[config.mk]
export PLATFORM = sky130hd
export DESIGN_NAME = ula_multiciclo_flat
export DESIGN_NICKNAME = d
export VERILOG_FILES = /design/src/rtl/ula_multiciclo_if.sv /design/src/rtl/ula_multiciclo.sv /design/src/flat_wrapper.sv
export SDC_FILE = /design/constraint.sdc
export NUM_CORES = 1
export LEC_CHECK = 0
export ABC_CLOCK_PERIOD_IN_PS = 8800
export BUFFER_PORTS_ARGS = -buffer_cell sky130_fd_sc_hd__clkbuf_2
export CAP_MARGIN = 20
export CORE_MARGIN = 2
export CORE_UTILIZATION = 37
export CTS_CLUSTER_SIZE = 25
export DETAILED_ROUTE_END_ITERATION = 10
export HOLD_SLACK_MARGIN = 0.06
export SYNTH_ARGS = -nofsm -noshare
export SYNTH_HDL_FRONTEND = slang
export SYNTH_SLANG_ARGS = --single-unit
[constraint.sdc]
create_clock -name clock -period 8.8 [get_ports clock]
set_input_delay 0 -clock clock [delete_from_list [all_inputs] [get_ports clock]]
set_output_delay 0 -clock clock [all_outputs]
set_load 0.005 [all_outputs]
[src/rtl/ula_multiciclo_if.sv]
// Request/result bundle between the register file side and the multi-cycle ALU.
// Flag signals exist only when ULA_FLAGS_EN is defined.
interface ula_multiciclo_if #(
  parameter int WIDTH = 8
);
  logic             enable;
  logic [3:0]       opcode;
  logic [WIDTH-1:0] regA;
  logic [WIDTH-1:0] regB;
  logic             busy;
  logic             done;
  logic [WIDTH-1:0] saidaULA;
  logic [WIDTH-1:0] saidaAlta;
  logic             erro;
`ifdef ULA_FLAGS_EN
  logic             zero;
  logic             negativo;
  logic             carry;
  logic             overflow;
`endif

  modport master (
    output enable, opcode, regA, regB,
`ifdef ULA_FLAGS_EN
    input  zero, negativo, carry, overflow,
`endif
    input  busy, done, saidaULA, saidaAlta, erro
  );

  modport slave (
    input  enable, opcode, regA, regB,
`ifdef ULA_FLAGS_EN
    output zero, negativo, carry, overflow,
`endif
    output busy, done, saidaULA, saidaAlta, erro
  );
endinterface

[src/rtl/ula_multiciclo.sv]
// Multi-cycle ALU: single-cycle logic/arith ops (latency 1), iterative MUL/DIV one bit per cycle
// (latency WIDTH); requests while busy are dropped. Optional flags via ULA_FLAGS_EN.
module ula_multiciclo #(
  parameter int WIDTH = 8
) (
  input  logic              clock,
  input  logic              reset,
  ula_multiciclo_if.slave   bus
);
  localparam int CNT_W = $clog2(WIDTH) + 1;

  localparam logic [3:0] OP_ZERO = 4'b0000;
  localparam logic [3:0] OP_ADD  = 4'b0001;
  localparam logic [3:0] OP_SUB  = 4'b0010;
  localparam logic [3:0] OP_MUL  = 4'b0011;
  localparam logic [3:0] OP_DIV  = 4'b0100;
  localparam logic [3:0] OP_AND  = 4'b0101;
  localparam logic [3:0] OP_OR   = 4'b0110;
  localparam logic [3:0] OP_NOTA = 4'b0111;
  localparam logic [3:0] OP_XOR  = 4'b1000;
  localparam logic [3:0] OP_XNOR = 4'b1001;
  localparam logic [3:0] OP_PASA = 4'b1010;
  localparam logic [3:0] OP_PASB = 4'b1011;

  typedef enum logic {IDLE, CALC} state_t;

  state_t           state;
  logic [CNT_W-1:0] cnt;
  logic [WIDTH-1:0] acc_hi, acc_lo, op_b;
  logic             op_div;
  logic             busy_q, done_q, erro_q;
  logic [WIDTH-1:0] lo_q, hi_q;

  logic [WIDTH-1:0] sc_lo, sc_hi;
  logic             sc_err, is_iter;
  logic             st_div;
  logic [WIDTH-1:0] st_hi, st_lo, st_b;
  logic [WIDTH:0]   mul_sum, rem_sh;
  logic             q_bit;
  logic [WIDTH-1:0] nx_hi, nx_lo;

  always_comb begin
    sc_lo   = '0;
    sc_hi   = '0;
    sc_err  = 1'b0;
    is_iter = 1'b0;
    case (bus.opcode)
      OP_ZERO: sc_lo = '0;
      OP_ADD:  sc_lo = bus.regA + bus.regB;
      OP_SUB:  sc_lo = bus.regA - bus.regB;
      OP_MUL:  is_iter = 1'b1;
      OP_DIV: begin
        if (bus.regB == '0) begin
          sc_lo  = '1;
          sc_hi  = bus.regA;
          sc_err = 1'b1;
        end else begin
          is_iter = 1'b1;
        end
      end
      OP_AND:  sc_lo = bus.regA & bus.regB;
      OP_OR:   sc_lo = bus.regA | bus.regB;
      OP_NOTA: sc_lo = ~bus.regA;
      OP_XOR:  sc_lo = bus.regA ^ bus.regB;
      OP_XNOR: sc_lo = ~(bus.regA ^ bus.regB);
      OP_PASA: sc_lo = bus.regA;
      OP_PASB: sc_lo = bus.regB;
      default: sc_err = 1'b1;
    endcase
  end

  // The first iteration runs on the accept edge straight from the ports, so the
  // last one lands WIDTH-1 edges later and done shows in the WIDTH-th cycle.
  always_comb begin
    if (state == IDLE) begin
      st_div = (bus.opcode == OP_DIV);
      st_hi  = '0;
      st_lo  = bus.regA;
      st_b   = bus.regB;
    end else begin
      st_div = op_div;
      st_hi  = acc_hi;
      st_lo  = acc_lo;
      st_b   = op_b;
    end
    mul_sum = {1'b0, st_hi} + (st_lo[0] ? {1'b0, st_b} : '0);
    rem_sh  = {st_hi, st_lo[WIDTH-1]};
    q_bit   = (rem_sh >= {1'b0, st_b});
    if (st_div) begin
      nx_hi = q_bit ? (rem_sh[WIDTH-1:0] - st_b) : rem_sh[WIDTH-1:0];
      nx_lo = {st_lo[WIDTH-2:0], q_bit};
    end else begin
      nx_hi = mul_sum[WIDTH:1];
      nx_lo = {mul_sum[0], st_lo[WIDTH-1:1]};
    end
  end

`ifdef ULA_FLAGS_EN
  logic sc_c, sc_v;
  logic fl_zero, fl_neg, fl_carry, fl_ovf;

  always_comb begin
    sc_c = 1'b0;
    sc_v = 1'b0;
    if (bus.opcode == OP_ADD) begin
      sc_c = (sc_lo < bus.regA);
      sc_v = (bus.regA[WIDTH-1] == bus.regB[WIDTH-1]) && (sc_lo[WIDTH-1] != bus.regA[WIDTH-1]);
    end else if (bus.opcode == OP_SUB) begin
      sc_c = (bus.regA < bus.regB);
      sc_v = (bus.regA[WIDTH-1] != bus.regB[WIDTH-1]) && (sc_lo[WIDTH-1] != bus.regA[WIDTH-1]);
    end
  end

  assign bus.zero     = fl_zero;
  assign bus.negativo = fl_neg;
  assign bus.carry    = fl_carry;
  assign bus.overflow = fl_ovf;
`endif

  always_ff @(posedge clock) begin
    if (reset) begin
      state  <= IDLE;
      cnt    <= '0;
      acc_hi <= '0;
      acc_lo <= '0;
      op_b   <= '0;
      op_div <= 1'b0;
      busy_q <= 1'b0;
      done_q <= 1'b0;
      erro_q <= 1'b0;
      lo_q   <= '0;
      hi_q   <= '0;
`ifdef ULA_FLAGS_EN
      fl_zero  <= 1'b0;
      fl_neg   <= 1'b0;
      fl_carry <= 1'b0;
      fl_ovf   <= 1'b0;
`endif
    end else begin
      done_q <= 1'b0;
      case (state)
        IDLE: begin
          if (bus.enable) begin
            if (is_iter) begin
              state  <= CALC;
              busy_q <= 1'b1;
              cnt    <= CNT_W'(1);
              acc_hi <= nx_hi;
              acc_lo <= nx_lo;
              op_b   <= bus.regB;
              op_div <= (bus.opcode == OP_DIV);
            end else begin
              done_q <= 1'b1;
              lo_q   <= sc_lo;
              hi_q   <= sc_hi;
              erro_q <= sc_err;
`ifdef ULA_FLAGS_EN
              fl_zero  <= (sc_lo == '0);
              fl_neg   <= sc_lo[WIDTH-1];
              fl_carry <= sc_c;
              fl_ovf   <= sc_v;
`endif
            end
          end
        end
        CALC: begin
          acc_hi <= nx_hi;
          acc_lo <= nx_lo;
          cnt    <= cnt + 1'b1;
          if (cnt == CNT_W'(WIDTH - 1)) begin
            state  <= IDLE;
            cnt    <= '0;
            busy_q <= 1'b0;
            done_q <= 1'b1;
            lo_q   <= nx_lo;
            hi_q   <= nx_hi;
            erro_q <= 1'b0;
`ifdef ULA_FLAGS_EN
            fl_zero  <= (nx_lo == '0);
            fl_neg   <= nx_lo[WIDTH-1];
            fl_carry <= !op_div && (nx_hi != '0);
            fl_ovf   <= 1'b0;
`endif
          end
        end
        default: state <= IDLE;
      endcase
    end
  end

  assign bus.busy      = busy_q;
  assign bus.done      = done_q;
  assign bus.erro      = erro_q;
  assign bus.saidaULA  = lo_q;
  assign bus.saidaAlta = hi_q;
endmodule

[src/flat_wrapper.sv]
// flat-port wrapper written by rule: the top's interface ports become plain ports
module ula_multiciclo_flat 
#(
  parameter int WIDTH = 8
)
  (clock, reset, bus_enable, bus_opcode, bus_regA, bus_regB, bus_busy, bus_done, bus_saidaULA, bus_saidaAlta, bus_erro);
  ula_multiciclo_if #(.WIDTH(WIDTH)) bus_i ();
  input  logic clock;
  input  logic reset;
  input wire logic [$bits(bus_i.enable)-1:0] bus_enable;
  input wire logic [$bits(bus_i.opcode)-1:0] bus_opcode;
  input wire logic [$bits(bus_i.regA)-1:0] bus_regA;
  input wire logic [$bits(bus_i.regB)-1:0] bus_regB;
  output wire logic [$bits(bus_i.busy)-1:0] bus_busy;
  output wire logic [$bits(bus_i.done)-1:0] bus_done;
  output wire logic [$bits(bus_i.saidaULA)-1:0] bus_saidaULA;
  output wire logic [$bits(bus_i.saidaAlta)-1:0] bus_saidaAlta;
  output wire logic [$bits(bus_i.erro)-1:0] bus_erro;
  assign bus_i.enable = bus_enable;
  assign bus_i.opcode = bus_opcode;
  assign bus_i.regA = bus_regA;
  assign bus_i.regB = bus_regB;
  assign bus_busy = bus_i.busy;
  assign bus_done = bus_i.done;
  assign bus_saidaULA = bus_i.saidaULA;
  assign bus_saidaAlta = bus_i.saidaAlta;
  assign bus_erro = bus_i.erro;
  ula_multiciclo #(.WIDTH(WIDTH)) u_core (.clock(clock), .reset(reset), .bus(bus_i));
endmodule
---- Word-level counts from Yosys, hierarchy flattened ----
Index checks and enable logic that the tools add are counted.
Widths: inputs -> output; s select.
word-level totals
  output and inout port bits .............. 19
  bits in registers ....................... 49
  logic and storage cells ................. 95
  bits of input ports ..................... 23
operators by class
  multiplexer cells ....................... 49
  $lt $le $gt $ge ......................... 1
  reductions and logical operators ........ 7
  equal/unequal tests ..................... 16
  add/subtract/negate cells ............... 5
  bitwise gates (word level) .............. 6
operators by type and width
  cell                 count
  $mux 8               20
  $pmux 8 s10          1
  $pmux 8 s2           4
  $eq 4x3->1 const B   5
  $eq 4x4->1 const B   4
  $not 8->8            2
  $sub 8x8->8          2
  $mux 1               14
  $mux 4               3
  $pmux 1 s2           6
  $reduce_or 11->1     1
  $add 8x9->9          1
  $ge 9x8->1           1
  $reduce_and 3->1     3
  $add 8x8->8          1
  $and 8x8->8          1
  $eq 4x2->1 const B   2
  $logic_not 8->1      1
  $or 8x8->8           1
  $pmux 4 s2           1
  $xor 8x8->8          1
  $ne 2x2->1 const B   3
  $add 4x1->4 const B  1
  $eq 4x1->1 const B   1
  4 further kinds      4

---- Depth between registers and ports, before layout ----
  depth after elaboration ................. 7
  gate-level depth with buffers ........... 13
  mapped depth without buffers ............ 12

---- Least setup slack after synthesis ----
No wires, ideal clock.
  path kind ............................... flip-flop to flip-flop
  start ................................... register u_core.state
  end ..................................... register u_core.hi_q[1] (netlist: u_core.bus.saidaAlta[1])
  period minus slack after synthesis ...... 3043 ps
  buffers on the path ..................... 4
  stages on the path, launching flop included .. 13
  path slack .............................. 5757 ps
  data required time ...................... 8664 ps
  library setup time ...................... 136 ps
  arrival time ............................ 2907 ps
  cell sequence ........................... dfxtp_1 -> buf_2 -> buf_1 -> clkbuf_1 -> and2_1 -> ha_1 -> a21o_1 -> a21oi_1 -> a21o_1 -> buf_2 -> a21oi_1 -> o311ai_0 -> a211oi_1
on the way
  longest elaborated chain between the ends .. 6
  elaborated cells between the ends (all ways) .. 17
  classes of those cells .................. add/sub (2); order compare (1); eq/ne (3); mux (9); bitwise (1); reduce/logical (1)
RTL lines
  what                                   line                                        source
  start: declaration                     ula_multiciclo.sv:27                        state_t state;
  start signal: assignment               ula_multiciclo.sv:122                       state <= IDLE;
  start signal: assignment               ula_multiciclo.sv:145                       state <= CALC;
  start signal: assignment               ula_multiciclo.sv:171                       state <= IDLE;
  $mux 8                                 ula_multiciclo.sv:75                        if (state == IDLE) begin
  $mux 8 (tied with other cells)         ula_multiciclo.sv:86                        mul_sum = {1'b0, st_hi} + (st_lo[0] ? {1'b0, st_b} : '0);
  $add 8x9->9 or $mux 8 (tied branches)  ula_multiciclo.sv:86, ula_multiciclo.sv:90
  $mux 8                                 ula_multiciclo.sv:89                        if (st_div) begin
  $mux 8                                 ula_multiciclo.sv:170                       if (cnt == CNT_W'(WIDTH - 1)) begin
  $pmux 8 s2                             ula_multiciclo.sv:141                       case (state)
  end signal: assignment                 ula_multiciclo.sv:155                       hi_q <= sc_hi;
  end signal: assignment                 ula_multiciclo.sv:176                       hi_q <= nx_hi;
  end: declaration                       ula_multiciclo.sv:32                        logic [WIDTH-1:0] lo_q, hi_q;
Several ways; a longest one is shown, not always the timed one. The select of a mux whose other input is x is not followed.
A chain may end at the register's enable or synchronous reset.

---- Worst setup path after layout ----
Ends and elaborated chain as after synthesis.

==> out/qor.csv <==
metric,value,unit
status,completed,
ys_types,77,
crit_required,8.94,ns
drtAntennaViolNets,0,
crit_type,flop to flop,
ys.flop_type,dfxtp_1,
initial_core_util,0.382,
fin_cells,811,
power.density,121,nW/um2
worstHoldPathType,input port to flop,
synth_enable_flop_cells,0,
cts_buffers,5,
cp_slowest_cell,inv_1,
startpoint_type,flop,
multi_input_area,3560,um2
max_cap_violations,0,
end_kind,flop,
synth-seq-cells,49,
crit_fanout,44,
first_iter_violations,372,
whs_path_depth,3,
dp_cells,803,
synth_commonest_cells,"nor2_1 (73), a21oi_1 (59), dfxtp_1 (49)",
power.switching,221,uW
clk_latency,0.30,ns
grt_start_max_net_pins,46,
fmaxAchievable,0.257,GHz
synthArstFlopShare,0,
synth_top_area_frac,0.202,
period_share,0.441,
seqPwrFrac,0.380,
yosysWarnings,0,
io_pins,42,
slowest_delay,0.49,ns
dp_hpwl,11800,um
cts_setup_buffers,0,
vias,4830,
cts_sinks,49,
die_h,119,um
io_buffers,41,
setup_tns,0,ns
grt_pass1_wl,24600,um
synth_area_leaders,"dfxtp_1 (20%), ha_1 (12%), a21oi_1 (6.1%), nor2_1 (5.6%), mux2i_1 (4.5%)",
synth_area,4860,um2
htree_levels,2,
path_cells,"buf_4, inv_1, nor2_1, ha_1, a21oi_1, o21a_1, o21a_1, a21oi_1, o311ai_0, a211oi_1",
grt_setup_unrepaired,false,
clockBufferDepth,2,
worst_clock_skew,0.00850,ns
die_width,119,um
worst_pin_slew,1.02,ns
drive_above_1_share,0.136,
min_period,3.88,ns
antenna_found_initial,0,
cts_hold_buf,0,
pwr-share-clk,0.314,
place_area,5130,um2
wl,15700,um
switching_share,0.347,
post_drt_via_cell_ratio,5.96,
yosysTopAreaCell,dfxtp_1,
p_leak,0.00219,uW
first_global_vias,4425,
grtUsageTotal,0.221,
nNetsFinal,709,
firstDrtPassIters,7,
relSlewSlack,0.321,
nFillCells,1322,
synthCells,623,
diodes,0,
place_congestion,0.932,
power,637,uW
cts_tree,done,
seq_area,981,um2
setup_violations,0,
synthMostInstantiatedCell,nor2_1,
die_area,14100,um2
core_area,12700,um2
reg2reg_depth,10,
final_util,0.415,
fin_area,5280,um2
root_buffer,clkbuf_16,
drcViolationCount,0,
hold_viol_final,0,
grt_overflow,0,
rows,41,
post_drt_wl_per_cell,19.4,um
maxSlewViolCount,0,
critPathArrivalTime,4.02,ns
ys_seq_area_frac,0.202,
clk_pin_slew,0.07,ns
syn_nets,694,
combPwrFrac,0.306,
cts_resized,0,
p_int,416,uW
r2r_slack,4.92,ns
synth_area_per_cell,7.80,um2
vdd_drop_max,69.0,uV
syn_to_final_growth,8.78,%
[power groups by stage]
stage	Sequential (uW)	Combinational (uW)	Clock, uW
floorplan	245	134	0
CTS	242	192	204
detailed placement	247	191	0
finish	242	195	200
global route	243	213	213
global placement	247	190	0
[registers in the layout, summed over array words and instances (netlist names)]
signal,flops
u_core.acc_hi,8
u_core.acc_lo,8
u_core.bus.busy,1
u_core.bus.done,1
u_core.bus.erro,1
u_core.bus.saidaAlta,8
u_core.bus.saidaULA,8
u_core.cnt,4
u_core.op_b,8
u_core.op_div,1
u_core.state,1
[worst max-delay path, delay by kind of cell (launching register included)]
family | cells | cell delay [ns]
AO/OA/AOI/OAI | 6 | 1.70
buffers and inverters | 2 | 0.93
adder cells (fa/ha/maj) | 1 | 0.40
flip-flops | 1 | 0.31
AND/OR/NAND/NOR | 1 | 0.34
[area by class of cell]
class | instances | share of cell area
inverters | 39 | 0.0277
flip-flops and latches | 49 | 0.186
repair buffers | 44 | 0.0431
multi-input cells | 499 | 0.674
clock buffers | 5 | 0.0237
clock inverters | 3 | 0.00474
well taps | 172 | 0.0407
[metal layers]
metal	global-route usage	wire length, um
met1	0.313	7170
met2	0.342	6960
met3	0.0376	1220
met4	0.0655	382
met5	0	0
[final timing paths]
check,from,endpoint
setup / recovery,u_core.state,u_core.bus.saidaAlta[1]
hold / removal,bus_regA[1],u_core.bus.saidaAlta[1]
setup reg to reg,u_core.state,u_core.bus.saidaAlta[1]
hold reg to reg,u_core.bus.saidaULA[2],u_core.bus.saidaULA[2]
[per-stage QoR]
stage	setup WS, ns	hold slack, ns
after CTS	5.08	0.163
after floorplan	5.76	0.209
final	4.92	0.191
after global placement	5.15	0.373
after global routing	4.65	0.178
after detailed placement	5.09	0.372
[placed cells by master, fill, tap and decap left out, drive strengths merged, types with 8 or more instances in the layout]
master,netlist,layout
a211oi,18,18
a21oi,62,62
a221oi,10,10
a31oi,11,11
and2,8,8
and3,8,8
clkbuf,15,46
dfxtp,49,49
ha,45,45
inv,39,40
mux2i,22,22
nand2,41,41
nand2b,10,10
nand3,11,11
nor2,74,74
nor2b,10,10
nor3,16,16
o21ai,27,27
xnor2,13,13
[logic make-up after synthesis]
| family | Yosys count | synth area share |
|---|---|---|
| compound gates | 201 | 0.288 |
| xor+xnor | 15 | 0.0270 |
| fa+ha+maj | 48 | 0.128 |
| buf+inv | 75 | 0.0654 |
| flops | 49 | 0.202 |
| mux | 31 | 0.0778 |
| simple gates | 204 | 0.211 |
Note: power is estimated with default switching activity, not from simulation.
